$ cat src/rtl/arm7tdmi_pkg.sv
// Shared ARM7TDMI types: coprocessor opcodes, dispatcher state and latched request.
`default_nettype none

package arm7tdmi_pkg;

  localparam int CP_NUM_MAX = 16;
  localparam int CP_DATA_W  = 32;

  typedef enum logic [2:0] {
    CP_CDP = 3'd0,
    CP_MRC = 3'd1,
    CP_MCR = 3'd2,
    CP_LDC = 3'd3,
    CP_STC = 3'd4
  } cp_op_t;

  typedef enum logic [1:0] {
    CPD_IDLE  = 2'd0,
    CPD_ISSUE = 2'd1,
    CPD_WAIT  = 2'd2,
    CPD_RESP  = 2'd3
  } cp_disp_state_t;

  typedef struct packed {
    cp_op_t               op;
    logic [3:0]           num;
    logic [3:0]           crn;
    logic [3:0]           crm;
    logic [2:0]           op1;
    logic [2:0]           op2;
    logic [CP_DATA_W-1:0] wdata;
  } cp_req_t;

endpackage

`default_nettype wire

$ cat src/rtl/arm7tdmi_cp_wait_timer.sv
// Busy-wait cycle counter: cleared on issue, counts while waiting, flags the last allowed cycle.
`default_nettype none

module arm7tdmi_cp_wait_timer #(
  parameter int TIMEOUT = 1024
) (
  input  logic clk,
  input  logic rst_n,
  input  logic clear,
  input  logic enable,
  output logic expired
);

  generate
    if (TIMEOUT > 0) begin : g_timeout
      localparam int CNT_W = (TIMEOUT > 1) ? $clog2(TIMEOUT) : 1;
      logic [CNT_W-1:0] count;

      always_ff @(posedge clk or negedge rst_n) begin
        if (!rst_n) begin
          count <= '0;
        end else if (clear) begin
          count <= '0;
        end else if (enable) begin
          count <= count + CNT_W'(1);
        end
      end

      assign expired = enable && (count == CNT_W'(TIMEOUT - 1));
    end else begin : g_no_timeout
      assign expired = 1'b0;
    end
  endgenerate

endmodule

`default_nettype wire

$ cat src/rtl/arm7tdmi_cp_dispatch.sv
// Coprocessor dispatcher: latches one coprocessor instruction, issues it to the addressed
// slot, busy-waits for done/absent/abort/timeout and returns data or an undefined trap.
`default_nettype none

module arm7tdmi_cp_dispatch
  import arm7tdmi_pkg::*;
#(
  parameter int          NUM_CP       = 16,
  parameter logic [15:0] PRESENT_MASK = 16'h8000,
  parameter int          TIMEOUT      = 1024,
  parameter int          DATA_W       = 32
) (
  input  logic                     clk,
  input  logic                     rst_n,
  input  logic                     req_valid,
  output logic                     req_ready,
  input  cp_op_t                   req_op,
  input  logic [3:0]               req_num,
  input  logic [3:0]               req_crn,
  input  logic [3:0]               req_crm,
  input  logic [2:0]               req_op1,
  input  logic [2:0]               req_op2,
  input  logic [DATA_W-1:0]        req_wdata,
  input  logic                     abort,
  output logic                     resp_valid,
  output logic                     resp_undef,
  output logic [DATA_W-1:0]        resp_rdata,
  output logic                     resp_aborted,
  output logic [NUM_CP-1:0]        slot_req,
  output logic [NUM_CP-1:0]        slot_cancel,
  output cp_op_t                   slot_op,
  output logic [3:0]               slot_crn,
  output logic [3:0]               slot_crm,
  output logic [2:0]               slot_op1,
  output logic [2:0]               slot_op2,
  output logic [DATA_W-1:0]        slot_wdata,
  input  logic [NUM_CP-1:0]        slot_done,
  input  logic [NUM_CP-1:0]        slot_absent,
  input  logic [NUM_CP*DATA_W-1:0] slot_rdata,
  output logic [15:0]              undef_count
);

  cp_disp_state_t      state, next_state;
  cp_req_t             req_q;
  logic                undef_q, undef_nx;
  logic [DATA_W-1:0]   rdata_q, rdata_nx;
  logic [NUM_CP-1:0]   cancel_q;
  logic                aborted_q;

  logic                accept, req_present, load_req, abort_hit;
  logic                timer_clear, timer_en, timer_expired;
  logic                sel_done, sel_absent;
  logic [DATA_W-1:0]   sel_rdata;
  logic [NUM_CP-1:0]   num_onehot;

  assign accept = req_valid && req_ready;

  always_comb begin
    req_present = (int'(req_num) < NUM_CP) && PRESENT_MASK[req_num];
  end

  // Handshake inputs of every slot other than the latched one are ignored.
  always_comb begin
    sel_done   = 1'b0;
    sel_absent = 1'b0;
    sel_rdata  = '0;
    num_onehot = '0;
    for (int i = 0; i < NUM_CP; i++) begin
      if (req_q.num == 4'(i)) begin
        sel_done      = slot_done[i];
        sel_absent    = slot_absent[i];
        sel_rdata     = slot_rdata[i*DATA_W +: DATA_W];
        num_onehot[i] = 1'b1;
      end
    end
  end

  arm7tdmi_cp_wait_timer #(
    .TIMEOUT (TIMEOUT)
  ) u_wait_timer (
    .clk     (clk),
    .rst_n   (rst_n),
    .clear   (timer_clear),
    .enable  (timer_en),
    .expired (timer_expired)
  );

  always_ff @(posedge clk or negedge rst_n) begin
    if (!rst_n) begin
      state <= CPD_IDLE;
    end else begin
      state <= next_state;
    end
  end

  always_comb begin
    next_state  = state;
    load_req    = 1'b0;
    abort_hit   = 1'b0;
    timer_clear = 1'b0;
    timer_en    = 1'b0;
    undef_nx    = undef_q;
    rdata_nx    = rdata_q;
    case (state)
      CPD_IDLE: begin
        if (accept) begin
          load_req = 1'b1;
          if (req_present) begin
            next_state = CPD_ISSUE;
          end else begin
            next_state = CPD_RESP;
            undef_nx   = 1'b1;
            rdata_nx   = '0;
          end
        end
      end
      CPD_ISSUE: begin
        timer_clear = 1'b1;
        next_state  = CPD_WAIT;
      end
      CPD_WAIT: begin
        timer_en = 1'b1;
        if (sel_done) begin
          next_state = CPD_RESP;
          undef_nx   = 1'b0;
          rdata_nx   = (req_q.op == CP_MRC) ? sel_rdata : '0;
        end else if (sel_absent) begin
          next_state = CPD_RESP;
          undef_nx   = 1'b1;
          rdata_nx   = '0;
        end else if (abort) begin
          next_state = CPD_IDLE;
          abort_hit  = 1'b1;
        end else if (timer_expired) begin
          next_state = CPD_RESP;
          undef_nx   = 1'b1;
          rdata_nx   = '0;
        end
      end
      CPD_RESP: begin
        next_state = CPD_IDLE;
      end
      default: begin
        next_state = CPD_IDLE;
      end
    endcase
  end

  always_ff @(posedge clk or negedge rst_n) begin
    if (!rst_n) begin
      req_q       <= '0;
      undef_q     <= 1'b0;
      rdata_q     <= '0;
      cancel_q    <= '0;
      aborted_q   <= 1'b0;
      undef_count <= '0;
    end else begin
      if (load_req) begin
        req_q.op    <= req_op;
        req_q.num   <= req_num;
        req_q.crn   <= req_crn;
        req_q.crm   <= req_crm;
        req_q.op1   <= req_op1;
        req_q.op2   <= req_op2;
        req_q.wdata <= CP_DATA_W'(req_wdata);
      end
      undef_q   <= undef_nx;
      rdata_q   <= rdata_nx;
      cancel_q  <= abort_hit ? num_onehot : '0;
      aborted_q <= abort_hit;
      if (state == CPD_RESP && undef_q && undef_count != 16'hFFFF) begin
        undef_count <= undef_count + 16'd1;
      end
    end
  end

  assign req_ready    = (state == CPD_IDLE);
  assign resp_valid   = (state == CPD_RESP);
  assign resp_undef   = (state == CPD_RESP) && undef_q;
  assign resp_rdata   = rdata_q;
  assign resp_aborted = aborted_q;
  assign slot_req     = (state == CPD_ISSUE) ? num_onehot : '0;
  assign slot_cancel  = cancel_q;
  assign slot_op      = req_q.op;
  assign slot_crn     = req_q.crn;
  assign slot_crm     = req_q.crm;
  assign slot_op1     = req_q.op1;
  assign slot_op2     = req_q.op2;
  assign slot_wdata   = DATA_W'(req_q.wdata);

endmodule

`default_nettype wire
$ cat config.mk
export PLATFORM = sky130hd
export DESIGN_NAME = arm7tdmi_cp_dispatch
export DESIGN_NICKNAME = d
export VERILOG_FILES = /design/src/rtl/arm7tdmi_pkg.sv /design/src/rtl/arm7tdmi_cp_wait_timer.sv /design/src/rtl/arm7tdmi_cp_dispatch.sv
export SDC_FILE = /design/constraint.sdc
export NUM_CORES = 1
export LEC_CHECK = 0
export ABC_AREA = 1
export BUFFER_PORTS_ARGS = -buffer_cell sky130_fd_sc_hd__buf_2
export CAP_MARGIN = 20
export CORE_AREA = 2 2 284 286
export CTS_BUF_LIST = sky130_fd_sc_hd__clkbuf_2 sky130_fd_sc_hd__clkbuf_4 sky130_fd_sc_hd__clkbuf_8
export CTS_CLUSTER_SIZE = 10
export DETAILED_ROUTE_END_ITERATION = 8
export DIE_AREA = 0 0 286 288
export HOLD_SLACK_MARGIN = 0.15
export SETUP_SLACK_MARGIN = 0.2
export SYNTH_ARGS = -nofsm -noshare
export SYNTH_HDL_FRONTEND = slang
export SYNTH_HIERARCHICAL = 1
export SYNTH_SLANG_ARGS = --single-unit
export TNS_END_PERCENT = 20
$ cat constraint.sdc
create_clock -name clk -period 6.8 [get_ports clk]
set_input_delay 1.02 -clock clk [delete_from_list [all_inputs] [get_ports clk]]
set_output_delay 1.02 -clock clk [all_outputs]
set_load 0.01 [all_outputs]
==> impl_table.tex <==
\begin{tabular}{lr}
\hline
Metric & Value \\
\hline
\multicolumn{2}{l}{\textbf{Timing}} \\
\quad Period utilisation layout & 0.686 \\
\quad Achievable Freq & roughly 210 MHz \\
\quad Worst-margin pin slew & 1.07 ns \\
\quad Final setup violating endpoints & 0 \\
\quad Worst rel slew slack & 0.288 \\
\quad RSZ-0062 raised after global routing & false \\
\quad Setup TNS & 0 ns \\
\quad Number of endpoints with negative hold slack in the final report & 0 \\
\quad Post-route minimum period & 4.67 ns \\
\quad Post-route clock skew & around 0.019 ns \\
\quad Number of slew-limit violations in the final report & 0 \\
\multicolumn{2}{l}{\textbf{Yosys}} \\
\quad Warning count from the yosys run & 6 \\
\quad Count of cell types in the netlist & 31 \\
\quad Netlist area before placement & 9620 um2 \\
\quad Total of flip-flops plus latches after synthesis & 131 \\
\quad Fraction of the yosys area taken by sequential cells & 0.341 \\
\quad Synthesized area per cell & between 6 and 7 um2 \\
\quad Synthesized netlist net count & 2055 \\
\quad Number of instances in the synthesized netlist & 1452 \\
\multicolumn{2}{l}{\textbf{Clock network}} \\
\quad Clk\_lat worst skew & approximately 0.53 ns \\
\quad Sink Count & between 100 and 150 \\
\quad TritonCTS clock tree & done \\
\quad Clock tree buffer depth & 2 \\
\quad CTS clock-pin slew for the worst setup and hold paths & 0.09 ns \\
\quad Count of instances resized after the clock tree is built & 0 \\
\quad Clock root buffer & sky130\_fd\_sc\_hd\_\_clkbuf\_8 \\
\quad Post-CTS repair timing setup buffer count & 0 \\
\quad Total CTS buffers & 17 \\
\quad Hold-fix buffers, CTS & 0 \\
\quad Count of H-tree levels built during CTS & 4 \\
\multicolumn{2}{l}{\textbf{Die}} \\
\quad Overall die area & 82400 um2 \\
\quad Number of ports placed on the die boundary & 734 \\
\quad Width of the chip & 286 um \\
\quad Placement Rows & 104 \\
\quad Core footprint & around 80000 um2 \\
\quad Overall die height & 288 um \\
\quad Initial cell density of the core & 0.121 \\
\multicolumn{2}{l}{\textbf{Pwr}} \\
\quad Maximum vdd drop & 0.158 mV \\
\quad Net switching power figure & about 3100 uW \\
\quad Portion of total power attributed to sequential cells & 0.221 \\
\quad Part of the total power dissipated in the clock network & 0.131 \\
\quad Power density normalized to cell area & 374 nW/um2 \\
\quad Proportion of total power due to net switching & 0.559 \\
\quad Comb power frac & 0.649 \\
\quad Static leakage & approximately 0.0076 uW \\
\quad Internal Pwr Total & between 2000 and 2500 uW \\
\multicolumn{2}{l}{\textbf{Outcome}} \\
\quad Result of the run & complete, no violations \\
\multicolumn{2}{l}{\textbf{Global routing}} \\
\quad Initial antenna violation count & 62 \\
\quad First-pass GRT wire length & 98.7 mm \\
\quad Overall routing resource usage & 0.175 \\
\quad Via count of the first global-routing pass & 12700 \\
\quad Pin count of the biggest net entering global routing & between 70 and 80 \\
\quad Remaining global-route overflow & 0 \\
\multicolumn{2}{l}{\textbf{Worst setup path}} \\
\quad RR Endpoint & resp\_rdata[28] \\
\quad CP Depth & 17 \\
\quad Arrival time at the worst endpoint & around 5 ns \\
\quad Crit path max fanout & 36 \\
\quad Register-to-register setup slack & 2.13 ns \\
\quad Worst path required time & roughly 7.2 ns \\
\quad Count of buffering cells on the critical path with inverters included & 2 \\
\quad Type of element capturing the critical path & flop \\
\quad Crit Reg-Reg Startpoint & req\_q[47] \\
\quad Most frequent CP cell & sky130\_fd\_sc\_hd\_\_nand2\_1 \\
\quad Worst stage delay on the critical path & 0.81 ns \\
\quad Cell at the slowest stage of the critical path & sky130\_fd\_sc\_hd\_\_nor2\_4 \\
\quad Ordered list of cells on the worst path & nor2\_4, inv\_1, nor2\_4, buf\_4, nand2\_1, nand4\_1, nand2\_1, nand4\_1, nor2\_1, nand3\_1, nand2\_1, nand2\_1, nor2\_2, nand2\_2, nand3\_2, nand2\_1, nand2\_1 \\
\quad CP top delay family & simple AND/OR/NAND/NOR gates \\
\quad Startpoint-to-endpoint class of the critical path & reg2reg \\
\quad Worst Reg-to-Reg Cells & 17 \\
\quad Kind of launch point of the worst setup path & flop \\
\multicolumn{2}{l}{\textbf{Drt}} \\
\quad DR pass1 iterations & 7 \\
\quad Detail-routed net length per standard cell & 23.5 um \\
\quad Drt total wl & between 70 and 80 mm \\
\quad Routed vias/inst & just over 4 \\
\quad Count of unresolved DRC violations after routing & 0 \\
\quad Residual antenna-violating net count after detailed routing & 0 \\
\quad Vias & 13100 \\
\quad Number of violations reported at the end of detailed-routing iteration 0 & 782 \\
\multicolumn{2}{l}{\textbf{Cells and area}} \\
\quad Number of nets in the layout & 2697 \\
\quad Summed area of non-filler cells in the final layout & $\sim$15000 um2 \\
\quad Fraction of final layout cells sized beyond drive strength 1 & 0.411 \\
\quad P\&R area growth vs syn & 52.4\% \\
\multicolumn{2}{l}{\textbf{Place}} \\
\quad Final RePlAce weighted congestion & 0.983 \\
\quad Instance area at placement & 14200 um2 \\
\quad Count of input and output buffers & 733 \\
\quad Detailed placement HPWL & between 60 and 70 mm \\
\multicolumn{2}{l}{\textbf{Job}} \\
\quad Count of maximum capacitance violations & 0 \\
\multicolumn{2}{l}{\textbf{Min path}} \\
\quad Type of the tightest min-delay check & in2async \\
\hline
\end{tabular}
## placed cells by master, fill, tap and decap left out, types with 19 or more instances in the layout
| master | instances |
|---|---|
| sky130_fd_sc_hd__buf_4 | 19 |
| sky130_fd_sc_hd__buf_2 | 732 |
| sky130_fd_sc_hd__mux2_2 | 49 |
| sky130_fd_sc_hd__o21ai_0 | 34 |
| sky130_fd_sc_hd__nand4_1 | 84 |
| sky130_fd_sc_hd__diode_2 | 27 |
| sky130_fd_sc_hd__nand2_1 | 510 |
| sky130_fd_sc_hd__o211ai_1 | 20 |
| sky130_fd_sc_hd__inv_1 | 69 |
| sky130_fd_sc_hd__clkbuf_8 | 19 |
| sky130_fd_sc_hd__nor2_1 | 124 |
| sky130_fd_sc_hd__dfrtp_1 | 131 |
| sky130_fd_sc_hd__nand3_1 | 124 |
| sky130_fd_sc_hd__a21oi_1 | 110 |
## cell families (layout without fill, tap and decap cells)
group	count (synthesis)	in the layout	synth area share
AOI/OAI and AO/OA	174	174	0.0974
xor gates and xnor gates	15	15	0.0137
adders and majority gates	2	2	0.00260
buffers and inverters	202	857	0.0990
DFF	131	131	0.341
muxes	49	49	0.0574
other	0	27	0
and+or+nand+nor	879	879	0.389
## power by group through the flow
stage / Combinational, uW / Clock [uW] / Sequential (uW)
floorplan: 1920 / 0 / 1210
global placement: 3680 / 0 / 1210
detailed placement: 3690 / 0 / 1220
CTS: 3700 / 743 / 1210
global route: 3900 / 776 / 1240
finish: 3560 / 716 / 1210
## area by class of cell
cell class              count  area (um2)
diodes                     27        67.6
clock inverters            13         148
fillers                  9337       65000
multi-input cells        1119        5480
well taps                1060        1330
flip-flops and latches    131        3280
repair buffers            752        3820
inverters                  73         274
clock buffers              19         262
## worst reg2reg max path, stage by stage (launching register included)
cell	delay (ns)
sky130_fd_sc_hd__dfrtp_1	0.49
sky130_fd_sc_hd__nor2_4	0.81
sky130_fd_sc_hd__inv_1	0.37
sky130_fd_sc_hd__nor2_4	0.16
sky130_fd_sc_hd__buf_4	0.40
sky130_fd_sc_hd__nand2_1	0.10
sky130_fd_sc_hd__nand4_1	0.10
sky130_fd_sc_hd__nand2_1	0.05
sky130_fd_sc_hd__nand4_1	0.12
sky130_fd_sc_hd__nor2_1	0.06
sky130_fd_sc_hd__nand3_1	0.07
sky130_fd_sc_hd__nand2_1	0.11
sky130_fd_sc_hd__nand2_1	0.14
sky130_fd_sc_hd__nor2_2	0.06
sky130_fd_sc_hd__nand2_2	0.36
sky130_fd_sc_hd__nand3_2	0.79
sky130_fd_sc_hd__nand2_1	0.31
sky130_fd_sc_hd__nand2_1	0.08
## cell usage after synthesis
master                     number  area [um2]
sky130_fd_sc_hd__a21oi_1      110         551
sky130_fd_sc_hd__a221oi_1       1        8.76
sky130_fd_sc_hd__buf_1          4        15.0
sky130_fd_sc_hd__buf_2          8        40.0
sky130_fd_sc_hd__buf_4         49         368
sky130_fd_sc_hd__clkbuf_1      68         255
sky130_fd_sc_hd__clkinv_1       2        7.51
sky130_fd_sc_hd__dfrtp_1      131        3280
sky130_fd_sc_hd__ha_1           2        25.0
sky130_fd_sc_hd__inv_1         70         263
sky130_fd_sc_hd__inv_2          1        3.75
sky130_fd_sc_hd__mux2_2        49         552
sky130_fd_sc_hd__nand2_1      511        1920
sky130_fd_sc_hd__nand2_2        1        6.26
sky130_fd_sc_hd__nand3_1      124         621
sky130_fd_sc_hd__nand3_2        1        10.0
sky130_fd_sc_hd__nand3b_1       1        7.51
sky130_fd_sc_hd__nand4_1       84         526
sky130_fd_sc_hd__nor2_1       133         499
sky130_fd_sc_hd__nor2_2         7        43.8
sky130_fd_sc_hd__nor2_4         2        22.5
sky130_fd_sc_hd__nor3_1         3        15.0
sky130_fd_sc_hd__nor4_1         2        12.5
sky130_fd_sc_hd__o211ai_1      20         150
sky130_fd_sc_hd__o21ai_0       34         170
sky130_fd_sc_hd__o22ai_1        8        50.1
sky130_fd_sc_hd__o31ai_1        1        7.51
sky130_fd_sc_hd__or2_0          2        12.5
sky130_fd_sc_hd__or2_2          8        50.1
sky130_fd_sc_hd__xnor2_1        4        35.0
sky130_fd_sc_hd__xor2_1        11        96.3
## flip-flops by register name, summed over array words and instances, names as in the netlist, 4 cells and up
signal and count:
req_q 4, slot_wdata 32, undef_count 16, resp_rdata 32, slot_cancel 16, slot_crm 4, slot_crn 4, u_wait_timer/g_timeout.count 10
## per-layer routing
metal,track usage,routed length (um),up-vias
met5,0,148,-
met4,0.0928,3800,24
met3,0.0536,6820,129
met2,0.293,35500,759
met1,0.200,28800,6089
li1,-,-,6062
## per-stage QoR
stage	instances	total power, uW	hold WS [ns]	utilization	worst slack, ns
2_1_floorplan	1452	3130	0.442	-	4.13
3_3_place_gp	3135	4890	0.457	0.178	2.03
3_5_place_dp	3135	4910	0.460	0.178	2.04
4_1_cts	3167	5650	0.481	0.183	2.02
5_1_grt	3184	5920	0.490	0.184	1.68
6_report	3194	5480	0.479	0.184	2.13
## how the worst max path moves through the flow
| stage | from | slack [ns] | to |
|---|---|---|---|
| floorplan | req_q[47] | 4.13 | slot_req[12] |
| global placement | req_q[47] | 2.03 | resp_rdata[17] |
| detailed placement | req_q[47] | 2.04 | resp_rdata[17] |
| CTS | req_q[47] | 2.02 | resp_rdata[17] |
| global route | req_q[47] | 1.68 | resp_rdata[17] |
| finish | req_q[47] | 2.13 | resp_rdata[28] |
Power figures use the tool's default switching activity.
